--- config.mk ---
export PLATFORM = sky130hd
export DESIGN_NAME = pipe_hazard_ctrl
export DESIGN_NICKNAME = d
export VERILOG_FILES = /design/src/rtl/pipe_hazard_ctrl.sv
export SDC_FILE = /design/constraint.sdc
export NUM_CORES = 1
export LEC_CHECK = 0
export CAP_MARGIN = 20
export CORE_MARGIN = 4
export CORE_UTILIZATION = 46
export DETAILED_ROUTE_END_ITERATION = 8
export GPL_ROUTABILITY_DRIVEN = 0
export GPL_TIMING_DRIVEN = 0
export PLACE_DENSITY_LB_ADDON = 0.05
export SLEW_MARGIN = 20
export SYNTH_ARGS = -nofsm -noshare
export SYNTH_HDL_FRONTEND = slang
export SYNTH_SLANG_ARGS = --single-unit
--- constraint.sdc ---
create_clock -name clk -period 3.9 [get_ports clk]
set_input_delay 1.17 -clock clk [delete_from_list [all_inputs] [get_ports clk]]
set_output_delay 1.17 -clock clk [all_outputs]
set_load 0.05 [all_outputs]
--- src/rtl/pipe_hazard_ctrl.sv ---
// rtl/pipe_hazard_ctrl.sv - pipeline stall/flush controller with stale-fetch drop FSM and stall counter
module pipe_hazard_ctrl #(
    parameter int CNT_W = 32
) (
    input  logic             clk,
    input  logic             reset,
    input  logic             i_busy,
    input  logic             d_busy,
    input  logic             ex_mdu_busy,
    input  logic             ex_valid,
    input  logic             ex_is_load,
    input  logic [4:0]       ex_rd,
    input  logic [4:0]       id_rs1,
    input  logic [4:0]       id_rs2,
    input  logic             id_use_rs1,
    input  logic             id_use_rs2,
    input  logic             ex_redirect,
    output logic             stall_if,
    output logic             stall_id,
    output logic             stall_ex,
    output logic             stall_mem,
    output logic             flush_id,
    output logic             flush_ex,
    output logic             flush_mem,
    output logic             flush_wb,
    output logic             redirect_ack,
    output logic             drop_fetch,
    output logic [CNT_W-1:0] stall_cycles
);

    localparam logic [0:0] ST_IDLE = 1'b0;
    localparam logic [0:0] ST_DROP = 1'b1;

    logic [0:0] state;
    logic [0:0] state_next;
    logic       load_use;

    assign load_use = ex_valid && ex_is_load && (ex_rd != 5'd0) &&
                      ((id_use_rs1 && (id_rs1 == ex_rd)) ||
                       (id_use_rs2 && (id_rs2 == ex_rd)));

    always_comb begin
        stall_if     = 1'b0;
        stall_id     = 1'b0;
        stall_ex     = 1'b0;
        stall_mem    = 1'b0;
        flush_id     = 1'b0;
        flush_ex     = 1'b0;
        flush_mem    = 1'b0;
        flush_wb     = 1'b0;
        redirect_ack = 1'b0;
        if (reset) begin
            flush_id  = 1'b1;
            flush_ex  = 1'b1;
            flush_mem = 1'b1;
            flush_wb  = 1'b1;
        end else if (d_busy) begin
            stall_if  = 1'b1;
            stall_id  = 1'b1;
            stall_ex  = 1'b1;
            stall_mem = 1'b1;
            flush_wb  = 1'b1;
        end else if (ex_mdu_busy) begin
            stall_if  = 1'b1;
            stall_id  = 1'b1;
            stall_ex  = 1'b1;
            flush_mem = 1'b1;
        end else if (ex_redirect) begin
            // ID is flushed here, so a coincident load-use hazard needs no stall
            flush_id     = 1'b1;
            flush_ex     = 1'b1;
            redirect_ack = 1'b1;
        end else if (load_use) begin
            stall_if = 1'b1;
            stall_id = 1'b1;
            flush_ex = 1'b1;
        end else if (i_busy || (state == ST_DROP)) begin
            stall_if = 1'b1;
            flush_id = 1'b1;
        end
    end

    assign drop_fetch = !reset && (state == ST_DROP) && !i_busy;

    always_comb begin
        state_next = state;
        case (state)
            ST_IDLE: if (redirect_ack && i_busy) state_next = ST_DROP;
            // only one fetch can be outstanding, so one dropped response clears DROP
            ST_DROP: if (!i_busy) state_next = ST_IDLE;
            default: state_next = ST_IDLE;
        endcase
    end

    always_ff @(posedge clk) begin
        if (reset) begin
            state        <= ST_IDLE;
            stall_cycles <= '0;
        end else begin
            state <= state_next;
            if (stall_if && (stall_cycles != {CNT_W{1'b1}}))
                stall_cycles <= stall_cycles + 1'b1;
        end
    end

endmodule
; Word level (Yosys, flattened, before mapping)
; Index checks and enable logic that the tools add are counted.
; W data, S select, Z words.
[totals]
reg_bits = 33
word_cells = 56
[op_classes]
n_addsub = 1
eq_ne = 3
n_mux = 35
bitwise_logic = 1
n_reduce_logical = 14
[ops]
columns = cell, count
row1 = $mux W1, 34
row2 = $add A32 B1 Y32 const B, 1
row3 = $ne A32 B32 Y1 const B, 1
row4 = $eq A5 B5 Y1, 2
row5 = $logic_and A1 B1 Y1, 9
row6 = $reduce_bool A5 Y1, 1
row7 = $logic_not A1 Y1, 2
row8 = $logic_or A1 B1 Y1, 2
row9 = $pmux W1 S2, 1
row10 = $not A1 Y1, 1

; Logic depth before layout (Yosys ltp)
; Gate-level depths: netlist of the first run.
[logic_depth]
word_depth = 10
ltp_mapped = 9
ltp_nobuf = 7

; Worst setup path after synthesis of the first run
; Ideal clock, no wire load.
[synth_timing]
path_type = input port to output port
from = input ex_rd[2]
to = output flush_id
t_arrival_ns = 3.558
slack_ns = -0.828
stages = 6
n_path_buf = 0
path_cell_list = xnor2_1 > nand4_1 > o22ai_2 > nand2_1 > o31ai_1 > a21oi_1
[synth_between]
elab_chain_cells = 9
elab_cells_between_ends = 13
[synth_lines]
columns = element, line_no
row1 = "start, declared", 12  ; input logic [4:0] ex_rd,
row2 = "$eq A5 B5 Y1, on equally long branches", "39, 40"
row3 = "$logic_and A1 B1 Y1, on equally long branches", "39, 40"
row4 = $logic_or A1 B1 Y1, 39  ; ((id_use_rs1 && (id_rs1 == ex_rd)) ||
row5 = $logic_and A1 B1 Y1 *, 38  ; assign load_use = ex_valid && ex_is_load && (ex_rd != 5'd0) &&
row6 = $mux W1 *, 73  ; end else if (load_use) begin
row7 = $mux W1 *, 68  ; end else if (ex_redirect) begin
row8 = $mux W1 *, 63  ; end else if (ex_mdu_busy) begin
row9 = $mux W1 *, 57  ; end else if (d_busy) begin
row10 = $mux W1 *, 52  ; if (reset) begin
row11 = "end, declared", 22  ; output logic flush_id,
; Mark *: on every way between the ends. The rest lies on a longest branch, timed or not.

; Worst setup path after layout of the first run
[layout_timing]
from = input id_rs1[2]
to = output flush_id
[layout_between]
elab_chain_cells = 9
[layout_lines]
columns = element, line_no
row1 = "start, declared", 13  ; input logic [4:0] id_rs1,
row2 = $eq A5 B5 Y1, 39
row3 = $logic_and A1 B1 Y1, 39
row4 = $logic_or A1 B1 Y1, 39
row5 = $logic_and A1 B1 Y1, 38
row6 = $mux W1, 73
row7 = $mux W1, 68
row8 = $mux W1, 63
row9 = $mux W1, 57
row10 = $mux W1, 52
; No other way between the ends.

==> results of run 1 <==
worst reg2reg max path: cells and delay by family (launching register included):
kind,cells,cell delay [ns]
simple gates,3,0.85
compound gates,2,0.23
flops,1,0.45
buf+inv,3,0.69
through the flow:
stage                     instance area, um^2  hold slack, ns  setup slack, ns  power, mW  instances
final                                    2950           0.490           0.0739      0.734        371
after global routing                     2950           0.526         -0.00434      0.755        371
after CTS                                2930           0.497           -0.128      0.736        371
after detailed placement                 2820           0.487            -1.30      0.484        360
after global placement                   2820           0.478            -1.32      0.483        360
after floorplan                          2100           0.486           -0.128      0.426        242
layout by cell type (no fill, tap or decap), types with 6 or more instances in the layout:
master,n
buf_2,6
a21oi_1,20
nand3_1,12
nor2_1,13
dfxtp_1,33
o31ai_1,11
nor2b_1,6
xnor2_1,10
o21ai_0,6
dlygate4sd2_1,14
or4_1,16
clkbuf_8,9
o41ai_1,6
nand4_1,10
or3_1,8
nand2_1,16
clkdlybuf4s50_1,41
worst paths after layout:
kind | end | depth (start not counted) | slack [ns] | start
worst max-delay path | flush_id | 9 | 0.07 | id_rs1[2]
worst min-delay path | stall_cycles[27] | 2 | 0.49 | stall_cycles[27]
worst max register to register | stall_cycles[8] | 8 | 1.60 | stall_cycles[14]
worst min register to register | stall_cycles[27] | 2 | 0.49 | stall_cycles[27]
cell type report:
cell class,instances,share of cell area
plain buffers,15,0.0458
clock buffers,6,0.0246
clock inverters,2,0.00339
inverters,5,0.00721
multi-input cells,188,0.448
flip-flops and latches,33,0.224
well taps,52,0.0220
repair buffers,70,0.225
flip-flops by register name (all words and copies together) (netlist names):
| signal | count |
|---|---|
| state | 1 |
| stall_cycles | 32 |
cell families (layout without fill, tap and decap cells):
kind of cell             after synthesis  count (layout)
AND/OR/NAND/NOR                      111             111
AO/OA/AOI/OAI                         60              60
flip-flops                            33              33
buffers and inverters                 21              98
XOR/XNOR                              10              10
multiplexers                           6               6
adder cells (fa/ha/maj)                1               1
routing by layer:
metal,global-route usage,wire [um],vias to the layer above
li1,-,-,1092
met1,0.266,2630,1087
met2,0.360,3010,78
met3,0.0541,388,6
met4,0.0621,48,0
met5,0,0,-
where the power goes:
part | internal [mW] | switching [mW] | total, mW
clock network | 0.124 | 0.131 | 0.255
registers | 0.339 | 0.00269 | 0.342
logic | 0.0557 | 0.0818 | 0.138
repair_timing:
item                       CTS  global route
gates resized for setup     70             7
setup endpoints to repair   10             6
pin swaps                   17             3
buffers inserted             3             1
==> impl_metrics.tcl, run 1 <==
set metrics [dict create \
    multiInputGateArea_um2 1320 \
    gr-total-overflow 0 \
    wire_per_inst_um 16.4 \
    max_stage_delay_ns 0.47 \
    slowest_stage "clkdlybuf4s50_1" \
    drt_iter0_markers 127 \
    antenna_left 0 \
    via_per_inst 6.10 \
    dieArea_um2 5670 \
    synth.distinct_cells 49 \
    synth_seq_cells 33 \
    place.port_buffers 66 \
    yosys-top-cells-count "33 x dfxtp_1, 21 x a21oi_1, 17 x nand2_1" \
    critical_path_buf_inv_count 3 \
    regArea_um2 661 \
    fin_nets 344 \
    cts-hold-fix-buffers 0 \
    timing.final.hold_violations 0 \
    grt_usage 0.212 \
    power_density_nw_per_um2 249 \
    synth_top_family_by_area "simple AND/OR/NAND/NOR gates" \
    cts_root_buf "clkbuf_8" \
    synth-compound-area-share 0.202 \
    period_share 0.981 \
    grt_pass1_wl_um 9400 \
    clk_pin_slew_ns 0.07 \
    row_count 24 \
    async_reset_ff_frac 0 \
    drc 0 \
    design.core.area_um2 4350 \
    drive_gt1_frac 0.182 \
    cap_violations 0 \
    synthAdderAreaFrac 0.00601 \
    worstPathCellList "clkdlybuf4s50_1, xnor2_1, nand2_1, o22ai_2, nand2_2, o31ai_2, buf_4, a21oi_2, buf_6" \
    die_x_um 75.3 \
    grt_pass1_vias 2027 \
    vdd_drop_max_mv 0.129 \
    clk-insertion-delay-late_ns 0.29 \
    finalSetupViolCount 0 \
    total_leakage_power_nw 1.02 \
    netlist_instances 242 \
    synth_area_per_cell_um2 8.61 \
    initial_utilization 0.478 \
    grt_max_degree 11 \
    netlist_area_um2 2080 \
    relSlewSlack 0.653 \
    final.fill_count 389 \
    cp-end-kind "output pin" \
    antenna_found_initial 0 \
    cts.sinks 33 \
    synth_mux_area_frac 0.0324 \
    min_path_type "register to register" \
    io_pins 67 \
    cp.required_ns 2.73 \
    status "finished clean" \
    place_hpwl_um 4390 \
    dr.pass1.iters 5 \
    crit_path_start_kind "primary input" \
    cts_tree "built" \
    synth_xor_area_frac 0.0420 \
    htreeDepth 2 \
    synthFlopType "dfxtp_1" \
    synth.most_common_cell "dfxtp_1" \
    finalSetupTns_ns 0 \
    worstMarginPinSlew_ns 0.520 \
    via_count 2263 \
    synth_edf_count 0 \
    diodes 0 \
    critical-path-top-delay-family "buffers and inverters" \
    clk_path_buf_depth 2 \
    numCtsBuffers 5 \
    synth_area_leaders "dfxtp_1 32%, or4_1 5.8%, a21oi_1 5.0%" \
    utilization 0.678 \
    ys_seq_area_frac 0.317 \
    yosys.area.top_type "dfxtp_1" \
    critPathArrivalTime_ns 2.66 \
    crit_path_max_fanout 2 \
    drv_slew 0 \
    maxClockFrequency_mhz 261 \
    die_h_um 75.3 \
    path_class "primary input to output pin" \
    syn-num-nets 268 \
    wl_um 6090 \
    synthToLayoutAreaGrowth_pct 41.7 \
    yosysTopAreaCellShare 0.317 \
    synth_simple_gate_area_share 0.331 \
    skew_ns 0.00757 \
    timing.final.crit_period_ns 3.83 \
    yosys_warnings 0 \
]
Power figures use the tool's default switching activity.
==> run 2: changes to the inputs <==
CORE_UTILIZATION = 30   (was 46)
SLEW_MARGIN = not set   (was 20)
==> run 2 against run 1 <==
Effect of this change: first-iteration DRC count is 24% lower; cell area up 3.1%; global-route usage shrank 5.2 points; count of clock-buffer cells in the layout grew 1; combinational power up 6%; utilization shrank 23 points; maximum frequency fell by 0.88%; sequential cell count is the same; clock skew is 0.0017 ns lower; power grew 5.9%; critical endpoint unchanged; largest cell class unchanged.
==> impl_metrics.tcl, run 2 (synthesis results as in run 1) <==
set metrics [dict create \
    critPathArrivalTime_ns 2.69 \
    reg.largest.list "stall_cycles (32), state (1)" \
    rsz0062_at_grt "true" \
    grt_max_degree 19 \
    finalSetupTns_ns 0 \
    path_class "primary input to output pin" \
    layout_common_cells "42 x clkdlybuf4s50_1, 33 x dfxtp_1, 20 x a21oi_1" \
    numCtsBuffers 5 \
    finalSetupViolCount 0 \
    synthToLayoutAreaGrowth_pct 46.0 \
    initial_utilization 0.308 \
    grt_pass1_vias 2088 \
    clk-insertion-delay-late_ns 0.28 \
    utilization 0.450 \
    diodes 0 \
    min_path_type "register to register" \
    setup_slack_ns 0.0400 \
    crit_path_max_fanout 3 \
    io_pins 67 \
    maxClockFrequency_mhz 259 \
    skew_ns 0.00583 \
    clk_path_buf_depth 2 \
    cts.sinks 33 \
    antenna_left 0 \
    htreeDepth 2 \
    relSlewSlack 0.660 \
    dr.pass1.iters 4 \
    crit_path_start_kind "primary input" \
    cts_tree "built" \
    drv_slew 0 \
    drc 0 \
    row_count 30 \
    timing.final.hold_violations 0 \
    cap_violations 0 \
    holdWs_ns 0.483 \
    drt_iter0_markers 96 \
    worstMarginPinSlew_ns 0.508 \
    largest-register "stall_cycles" \
    cp.required_ns 2.73 \
    design.core.area_um2 6760 \
    largest_reg_flops 32 \
    via_per_inst 5.51 \
    vdd_drop_max_mv 0.122 \
    wl_um 6700 \
    dieArea_um2 8340 \
    cp-end-kind "output pin" \
    grt_usage 0.161 \
    pre_cts_ws_ns -1.37 \
    final.fill_count 670 \
    clk_pin_slew_ns 0.07 \
    grt_pass1_wl_um 10800 \
    place_hpwl_um 4850 \
    die_h_um 91.3 \
    fin_nets 342 \
    power_density_nw_per_um2 255 \
    status "finished clean" \
    timing.final.crit_period_ns 3.86 \
    p_total_uw 777 \
    period_share 0.990 \
    antenna_found_initial 0 \
    gr-total-overflow 0 \
    hold_depth 2 \
    drive_gt1_frac 0.180 \
    layout_commonest_cell "clkdlybuf4s50_1" \
    total_leakage_power_nw 1.09 \
    wire_per_inst_um 16.9 \
    cts_root_buf "clkbuf_8" \
    reg2reg_depth 8 \
    place.port_buffers 66 \
    via_count 2186 \
    die_x_um 91.3 \
]
run 2: worst paths after layout:
check / slack (ns) / start / end
max reg2reg: 1.52 / stall_cycles[14] / stall_cycles[0]
min reg2reg: 0.48 / stall_cycles[27] / stall_cycles[27]
max: 0.04 / ex_rd[4] / flush_id
min: 0.48 / stall_cycles[27] / stall_cycles[27]
run 2: report_power, final:
part	internal, mW	switching (mW)	leakage [nW]	total, mW
logic	0.0594	0.0862	0.766	0.146
registers	0.339	0.00257	0.266	0.341
clock network	0.160	0.130	0.0542	0.290
run 2: final cells by class:
class / instances / area, um^2 / share of cell area
clock buffers: 7 / 96.3 / 0.0317
clock inverters: 1 / 5.00 / 0.00165
well taps: 80 / 100 / 0.0329
plain buffers: 15 / 144 / 0.0473
multi-input cells: 188 / 1350 / 0.442
inverters: 5 / 21.3 / 0.00699
repair buffers: 68 / 669 / 0.220
flip-flops and latches: 33 / 661 / 0.217
run 2: what timing repair did:
action,in CTS,in global routing
setup buffers,2,0
endpoints found under the setup margin,10,6
gates resized for setup,60,26
hold buffers,0,0
pin swaps,3,15
run 2: layer usage:
metal	routed length, um	share of wire	vias up	track usage
li1	-	-	1092	-
met1	3160	0.47	1024	0.223
met3	375	0.056	5	0.0365
met5	0	0	-	0
met4	46	0.0069	0	0.0339
met2	3120	0.47	65	0.254
run 2: stage by stage:
step	instance area, um^2	std cells
4_1_cts	3000	397
2_1_floorplan	2100	242
6_report	3040	397
3_5_place_dp	2860	388
3_3_place_gp	2860	388
5_1_grt	3040	397
run 2: critical path: stages:
cell	delay (ns)
dlygate4sd2_1	0.28
xnor2_1	0.16
nand4_1	0.17
o22ai_4	0.25
nand2_2	0.11
o31ai_4	0.31
a21oi_2	0.06
buf_6	0.17
